File: src/rtl/pwm_level_sequencer_if.sv
// Signal bundle between the PWM/display datapath and the level sequencer.
// The master drives the button, period and hold inputs; the slave returns the levels.
interface pwm_level_sequencer_if;
    logic [1:0] btn;
    logic       period_end;
    logic       hold;
    logic [3:0] tgt0;
    logic [3:0] tgt1;
    logic [3:0] lvl0;
    logic [3:0] lvl1;
    logic [1:0] lvl_upd;
    logic [1:0] busy;

    modport master (
        output btn,
        output period_end,
        output hold,
        input  tgt0,
        input  tgt1,
        input  lvl0,
        input  lvl1,
        input  lvl_upd,
        input  busy
    );

    modport slave (
        input  btn,
        input  period_end,
        input  hold,
        output tgt0,
        output tgt1,
        output lvl0,
        output lvl1,
        output lvl_upd,
        output busy
    );
endinterface

File: src/rtl/pwm_level_sequencer.sv
// Two-channel button debouncer, target-level counter and period-aligned level ramp.
// Applied levels only ever change on a period_end edge, one step at a time.
module pwm_level_sequencer #(
    parameter int DEB_CYCLES   = 20000,
    parameter int MAX_LEVEL    = 9,
    parameter int RAMP_PERIODS = 1
) (
    input logic                 clk,
    input logic                 rst,
    pwm_level_sequencer_if.slave bus
);
    localparam int DEB_W  = (DEB_CYCLES > 1) ? $clog2(DEB_CYCLES) : 1;
    localparam int RCNT_W = (RAMP_PERIODS > 1) ? $clog2(RAMP_PERIODS) : 1;
    localparam logic [DEB_W-1:0]  DEB_LAST  = DEB_W'(DEB_CYCLES - 1);
    localparam logic [RCNT_W-1:0] RCNT_LAST = RCNT_W'(RAMP_PERIODS - 1);
    localparam logic [3:0]        LVL_MAX   = 4'(MAX_LEVEL);

    logic [3:0] w_tgt [2];
    logic [3:0] w_lvl [2];
    logic [1:0] w_upd;

    generate
        for (genvar gi = 0; gi < 2; gi++) begin : g_ch
            logic              r_sync1;
            logic              r_sync2;
            logic              r_stable;
            logic              r_stable_d;
            logic [DEB_W-1:0]  r_deb_cnt;
            logic [3:0]        r_tgt;
            logic [3:0]        r_lvl;
            logic [RCNT_W-1:0] r_rcnt;
            logic              r_lvl_upd;
            logic              w_press;
            logic              w_ramp_active;

            assign w_press       = r_stable & ~r_stable_d;
            assign w_ramp_active = bus.period_end & ~bus.hold & (r_lvl != r_tgt);

            always_ff @(posedge clk) begin
                if (rst) begin
                    r_sync1    <= 1'b0;
                    r_sync2    <= 1'b0;
                    r_stable   <= 1'b0;
                    r_stable_d <= 1'b0;
                    r_deb_cnt  <= '0;
                end else begin
                    r_sync1    <= bus.btn[gi];
                    r_sync2    <= r_sync1;
                    r_stable_d <= r_stable;
                    if (r_sync2 == r_stable) begin
                        r_deb_cnt <= '0;
                    end else if (r_deb_cnt == DEB_LAST) begin
                        r_stable  <= r_sync2;
                        r_deb_cnt <= '0;
                    end else begin
                        r_deb_cnt <= r_deb_cnt + DEB_W'(1);
                    end
                end
            end

            always_ff @(posedge clk) begin
                if (rst) begin
                    r_tgt <= 4'd0;
                end else if (w_press) begin
                    r_tgt <= (r_tgt == LVL_MAX) ? 4'd0 : r_tgt + 4'd1;
                end
            end

            // Direction is taken from the registered target, so a press landing on
            // the same edge as a step only influences the following step.
            always_ff @(posedge clk) begin
                if (rst) begin
                    r_lvl     <= 4'd0;
                    r_rcnt    <= '0;
                    r_lvl_upd <= 1'b0;
                end else begin
                    r_lvl_upd <= 1'b0;
                    if (w_ramp_active) begin
                        if (r_rcnt == RCNT_LAST) begin
                            r_lvl     <= (r_lvl < r_tgt) ? r_lvl + 4'd1 : r_lvl - 4'd1;
                            r_rcnt    <= '0;
                            r_lvl_upd <= 1'b1;
                        end else begin
                            r_rcnt <= r_rcnt + RCNT_W'(1);
                        end
                    end else if (r_lvl == r_tgt) begin
                        r_rcnt <= '0;
                    end
                end
            end

            assign w_tgt[gi] = r_tgt;
            assign w_lvl[gi] = r_lvl;
            assign w_upd[gi] = r_lvl_upd;
        end
    endgenerate

    assign bus.tgt0    = w_tgt[0];
    assign bus.tgt1    = w_tgt[1];
    assign bus.lvl0    = w_lvl[0];
    assign bus.lvl1    = w_lvl[1];
    assign bus.lvl_upd = w_upd;
    assign bus.busy    = {(w_lvl[1] != w_tgt[1]), (w_lvl[0] != w_tgt[0])};
endmodule

File: src/flat_wrapper.sv
// flat-port wrapper written by rule: the top's interface ports become plain ports
module pwm_level_sequencer_flat 
#(
    parameter int DEB_CYCLES   = 20000,
    parameter int MAX_LEVEL    = 9,
    parameter int RAMP_PERIODS = 1
)
  (clk, rst, bus_btn, bus_period_end, bus_hold, bus_tgt0, bus_tgt1, bus_lvl0, bus_lvl1, bus_lvl_upd, bus_busy);
  pwm_level_sequencer_if bus_i ();
  input logic clk;
  input logic rst;
  input wire logic [$bits(bus_i.btn)-1:0] bus_btn;
  input wire logic [$bits(bus_i.period_end)-1:0] bus_period_end;
  input wire logic [$bits(bus_i.hold)-1:0] bus_hold;
  output wire logic [$bits(bus_i.tgt0)-1:0] bus_tgt0;
  output wire logic [$bits(bus_i.tgt1)-1:0] bus_tgt1;
  output wire logic [$bits(bus_i.lvl0)-1:0] bus_lvl0;
  output wire logic [$bits(bus_i.lvl1)-1:0] bus_lvl1;
  output wire logic [$bits(bus_i.lvl_upd)-1:0] bus_lvl_upd;
  output wire logic [$bits(bus_i.busy)-1:0] bus_busy;
  assign bus_i.btn = bus_btn;
  assign bus_i.period_end = bus_period_end;
  assign bus_i.hold = bus_hold;
  assign bus_tgt0 = bus_i.tgt0;
  assign bus_tgt1 = bus_i.tgt1;
  assign bus_lvl0 = bus_i.lvl0;
  assign bus_lvl1 = bus_i.lvl1;
  assign bus_lvl_upd = bus_i.lvl_upd;
  assign bus_busy = bus_i.busy;
  pwm_level_sequencer #(.DEB_CYCLES(DEB_CYCLES), .MAX_LEVEL(MAX_LEVEL), .RAMP_PERIODS(RAMP_PERIODS)) u_core (.clk(clk), .rst(rst), .bus(bus_i));
endmodule
File: config.mk
export PLATFORM = sky130hd
export DESIGN_NAME = pwm_level_sequencer_flat
export DESIGN_NICKNAME = d
export VERILOG_FILES = /design/src/rtl/pwm_level_sequencer_if.sv /design/src/rtl/pwm_level_sequencer.sv /design/src/flat_wrapper.sv
export SDC_FILE = /design/constraint.sdc
export NUM_CORES = 1
export LEC_CHECK = 0
export ABC_AREA = 1
export CORE_MARGIN = 3
export CORE_UTILIZATION = 35
export DETAILED_ROUTE_END_ITERATION = 8
export GPL_TIMING_DRIVEN = 0
export PLACE_DENSITY = 0.54
export SETUP_SLACK_MARGIN = 0.4
export SLEW_MARGIN = 15
export SYNTH_ARGS = -nofsm -noshare
export SYNTH_HDL_FRONTEND = slang
export SYNTH_SLANG_ARGS = --single-unit
export TNS_END_PERCENT = 30
File: constraint.sdc
create_clock -name clk -period 2.2 [get_ports clk]
set_input_delay 0.55 -clock clk [delete_from_list [all_inputs] [get_ports clk]]
set_output_delay 0.55 -clock clk [all_outputs]
set_load 0.05 [all_outputs]
==> impl_summary.md <==
Run status
The flow ran to the end, and the final reports show no timing, DRC or antenna violations.

Pwr
In this run the power density over the cells is 607 mW/mm^2. The completed layout was analyzed and its total power is 2.17 mW. For this design the static power due to leakage is 1.54 nW. The worst-case vdd ir drop is 0.000437 V.

GRT
The first-pass GRT wire length is 9.55 mm. The total global-route track usage is 0.134. Global routing finished with a remaining overflow of 0.

The initial antenna violation count was 0. The largest net degree at the start of global routing is 17. The via count of the first global-routing pass is 2145.

Die
The floorplan step set the die height to 94.9 um. For this configuration, the core starts out at a cell density of 0.371. The die is 94.9 um wide. The floorplan step defined a die boundary enclosing 0.00900 sq mm. The I/O pin total is 26. The number of placement rows is 31. The core region is 0.00745 sq mm.

Place
The congestion estimate from routability-driven global placement came to 0.831. In this run, placement finished with an instance count of 507. The placed wire-length estimate is 4.05 mm.

In this run the tool buffered the top-level ports with 25 buffer cells.

Worst hold path
The number of cells on the worst hold path is 2. The kind of path behind the tightest hold check is register to register. In this run the most critical hold path is launched from u_core.g_ch[0].r_sync1.

For hold timing, the worst endpoint is u_core.g_ch[0].r_sync2.

Setup path
On the critical path, the stage with the largest delay is an instance of sky130_fd_sc_hd__clkdlybuf4s50_1. The critical path required time is 1.65 ns. The worst register-to-register path has a depth of 13. The element type at the critical path end is an output port. The endpoint identified for the worst register-to-register timing path is u_core.bus.lvl0[3]. Traced cell by cell, the critical path runs through clkdlybuf4s50_1. The number of buffers and inverters on the critical path is 1.

The cell family with the largest share of critical-path delay is buffers and inverters. The arrival time at the worst endpoint is 1.48 ns. The highest cell delay on the worst timing path is 0.80 ns. The kind of critical path is register to output port.

STA classifies the critical path startpoint as a register. Of all nets on the critical path, the largest fanout is 3. The reg-to-reg startpoint is u_core.bus.tgt0[3]. For flop-to-flop paths, the worst setup slack is 0.32 ns.

Detailed routing
The number of routed nets with antenna violations is 0. The number of violations reported at the end of detailed-routing iteration 0 is 80. Dividing the detail-routed wire length by the instance count gives 10.7 um.

After detailed routing, the number of remaining DRC violations is 0. The met2 wire length is 2.50 mm. The number of detailed-routing iterations run before antenna repair is 4. The length of routed wiring on met1 is 2.85 mm. The via-per-instance ratio is 4.58.

The final route contains 2394 vias. For this block, the routed nets add up to 5.61 mm of wire. The routed design uses 202 um of met3 wire. The detailed router used layers up to and including met4.

Cells and area
0 antenna diodes ended up in the layout. The growth of design area from synthesis to finish is 29.3%. The core utilization of the finished layout is 0.480. The fraction of layout cells with a size suffix above 1 is 0.200. After the last flow step, the layout net total stands at 445. Excluding fillers, the count of instances in the completed layout stands at 523.

STA
The final total negative setup slack is 0 ns. The post-route fraction of the period consumed by the critical path is 0.924. The final critical path time including I/O delays and setup is 2.03 ns. The number of slew-limit violations in the final report was 0. Hold is met by 0.406 ns.

Derived from the worst setup path, the maximum achievable clock frequency is 492 MHz. For the pin with the worst max-slew slack, the measured transition is 0.515 ns. The hold violation total from the final report is 0. The worst-case headroom to the max-slew limit is 0.657. Between clock sinks in the finished design, the worst skew comes to 0.00673 ns.

Setup violations remaining at the end of the flow were counted as 0. Setup repair after global routing could not meet its margin everywhere.

Clock network
The clock transition at the register clock pins on the worst setup and hold paths after CTS is 0.10 ns. At the later pin of the worst-skew pair, clock insertion delay measures 0.31 ns. The clock drives 56 sinks. The TritonCTS clock tree is yes. The H-tree generated during clock tree synthesis spans 2 levels. In this run the deepest clock path goes through 2 buffers. Clock tree synthesis selected as its root buffer the cell sky130_fd_sc_hd__clkbuf_8. The number of buffers added to fix hold violations after cts is 0. The TritonCTS buffer count is 5.

Logic synthesis
Of the synthesized area, sequential elements account for 0.405. Counting every net in the synthesized netlist gives 405. The count of distinct cell types in the synthesized netlist is 29. During synthesis, Yosys emitted a total of 0 warnings.

Synthesis produced 383 cells. The number of storage elements in the synthesis netlist is 56. The post-synthesis average cell area is 7.22 sq um.

The cell area after synthesis is 0.00277 sq mm.

Run
Max-cap violations in this run came to 0.
repair_timing:
| item | in CTS | in global routing |
|---|---|---|
| setup buffers | 3 | 5 |
| pin swaps | 2 | 8 |
| endpoints found under the setup margin | 29 | 49 |
| gates resized for setup | 30 | 27 |
kinds of logic after synthesis:
kind of cell	after synthesis	share of synthesized area
xor+xnor	7	0.0222
buf+inv	70	0.100
simple gates	181	0.294
fa+ha+maj	16	0.0778
flops	56	0.405
compound gates	53	0.100
how the worst max path moves through the flow:
stage,from,depth (start not counted),to,slack [ns]
2_1_floorplan,u_core.bus.tgt1[1],15,u_core.bus.lvl1[3],0.32
3_3_place_gp,u_core.bus.lvl1[0],6,bus_busy[1],-0.01
3_5_place_dp,u_core.bus.lvl1[0],6,bus_busy[1],-0.003
4_1_cts,u_core.bus.lvl1[0],6,bus_busy[1],0.13
5_1_grt,u_core.bus.tgt0[2],16,u_core.bus.lvl0[3],0.11
6_report,u_core.bus.tgt1[3],1,bus_tgt1[3],0.17
stage by stage:
stage | setup slack (ns) | instance area [sq um]
6_report | 0.168 | 3580
3_5_place_dp | -0.00345 | 3350
4_1_cts | 0.128 | 3470
2_1_floorplan | 0.318 | 2970
3_3_place_gp | -0.0129 | 3350
5_1_grt | 0.115 | 3580
layout make-up:
type	instances	area, sq um
Fill cell	772	3870
Multi-Input combinational cell	257	1550
Sequential cell	56	1180
Timing Repair Buffer	33	344
Inverter	64	253
Tap cell	99	124
Clock buffer	6	82.6
Buffer	6	37.5
Clock inverter	2	10.0
flip-flops by register name, summed over array words and instances, names as in the netlist:
name and cells:
u_core.bus.lvl0 4, u_core.bus.lvl1 4, u_core.bus.tgt0 4, u_core.bus.tgt1 4
u_core.g_ch.r_deb_cnt 30, u_core.g_ch.r_lvl_upd 2, u_core.g_ch.r_stable 2, u_core.g_ch.r_stable_d 2
u_core.g_ch.r_sync1 2, u_core.g_ch.r_sync2 2
report_power, final:
part | switching (mW) | leakage [nW] | internal [mW]
Clock | 0.345 | 0.0510 | 0.253
Combinational | 0.296 | 1.03 | 0.218
Sequential | 0.0292 | 0.465 | 1.03
Total | 0.670 | 1.54 | 1.50
cells in the mapped netlist:
master / count / area [sq um]
sky130_fd_sc_hd__a211oi_1: 1 / 7.51
sky130_fd_sc_hd__a21o_1: 1 / 7.51
sky130_fd_sc_hd__a21oi_1: 31 / 155
sky130_fd_sc_hd__and3_1: 1 / 6.26
sky130_fd_sc_hd__buf_4: 4 / 30.0
sky130_fd_sc_hd__clkbuf_1: 2 / 7.51
sky130_fd_sc_hd__dfxtp_1: 56 / 1120
sky130_fd_sc_hd__fa_1: 2 / 40.0
sky130_fd_sc_hd__ha_1: 14 / 175
sky130_fd_sc_hd__inv_1: 64 / 240
sky130_fd_sc_hd__nand2_1: 68 / 255
sky130_fd_sc_hd__nand2_2: 1 / 6.26
sky130_fd_sc_hd__nand3_1: 18 / 90.1
sky130_fd_sc_hd__nand3_2: 2 / 20.0
sky130_fd_sc_hd__nand3b_1: 1 / 7.51
sky130_fd_sc_hd__nand4_1: 9 / 56.3
sky130_fd_sc_hd__nor2_1: 56 / 210
sky130_fd_sc_hd__nor2_2: 1 / 6.26
sky130_fd_sc_hd__nor3_1: 16 / 80.1
sky130_fd_sc_hd__nor3_2: 1 / 10.0
sky130_fd_sc_hd__nor3_4: 2 / 32.5
sky130_fd_sc_hd__nor4_1: 1 / 6.26
sky130_fd_sc_hd__o211ai_1: 1 / 7.51
sky130_fd_sc_hd__o21ai_0: 17 / 85.1
sky130_fd_sc_hd__o21bai_1: 2 / 15.0
sky130_fd_sc_hd__or2_0: 1 / 6.26
sky130_fd_sc_hd__or2_2: 3 / 18.8
sky130_fd_sc_hd__xnor2_1: 4 / 35.0
sky130_fd_sc_hd__xor2_1: 3 / 26.3
placed cells by master (no fill, tap or decap), types with 10 or more instances in the layout:
cell / synthesis / layout
sky130_fd_sc_hd__dlymetal6s2s_1: 0 / 11
sky130_fd_sc_hd__nor3_1: 16 / 16
sky130_fd_sc_hd__nand2_1: 68 / 60
sky130_fd_sc_hd__o21ai_0: 17 / 17
sky130_fd_sc_hd__dfxtp_1: 56 / 40
sky130_fd_sc_hd__dfxtp_4: 0 / 14
sky130_fd_sc_hd__nor2_1: 56 / 51
sky130_fd_sc_hd__nand3_1: 18 / 18
sky130_fd_sc_hd__buf_4: 4 / 12
sky130_fd_sc_hd__a21oi_1: 31 / 29
sky130_fd_sc_hd__inv_1: 64 / 55
sky130_fd_sc_hd__ha_4: 0 / 10
routing by layer:
layer | vias to the layer above | GRT usage
met3 | 5 | 0.0351
li1 | 1310 | -
met5 | - | 0
met1 | 1038 | 0.179
met2 | 41 | 0.211
met4 | 0 | 0.0433
worst min-delay path, delay by kind of cell (launching register included):
kind	cells	cell delay [ns]
AND/OR/NAND/NOR	1	0.03
buffers and inverters	1	0.04
flip-flops	1	0.31
Power figures use the tool's default switching activity.
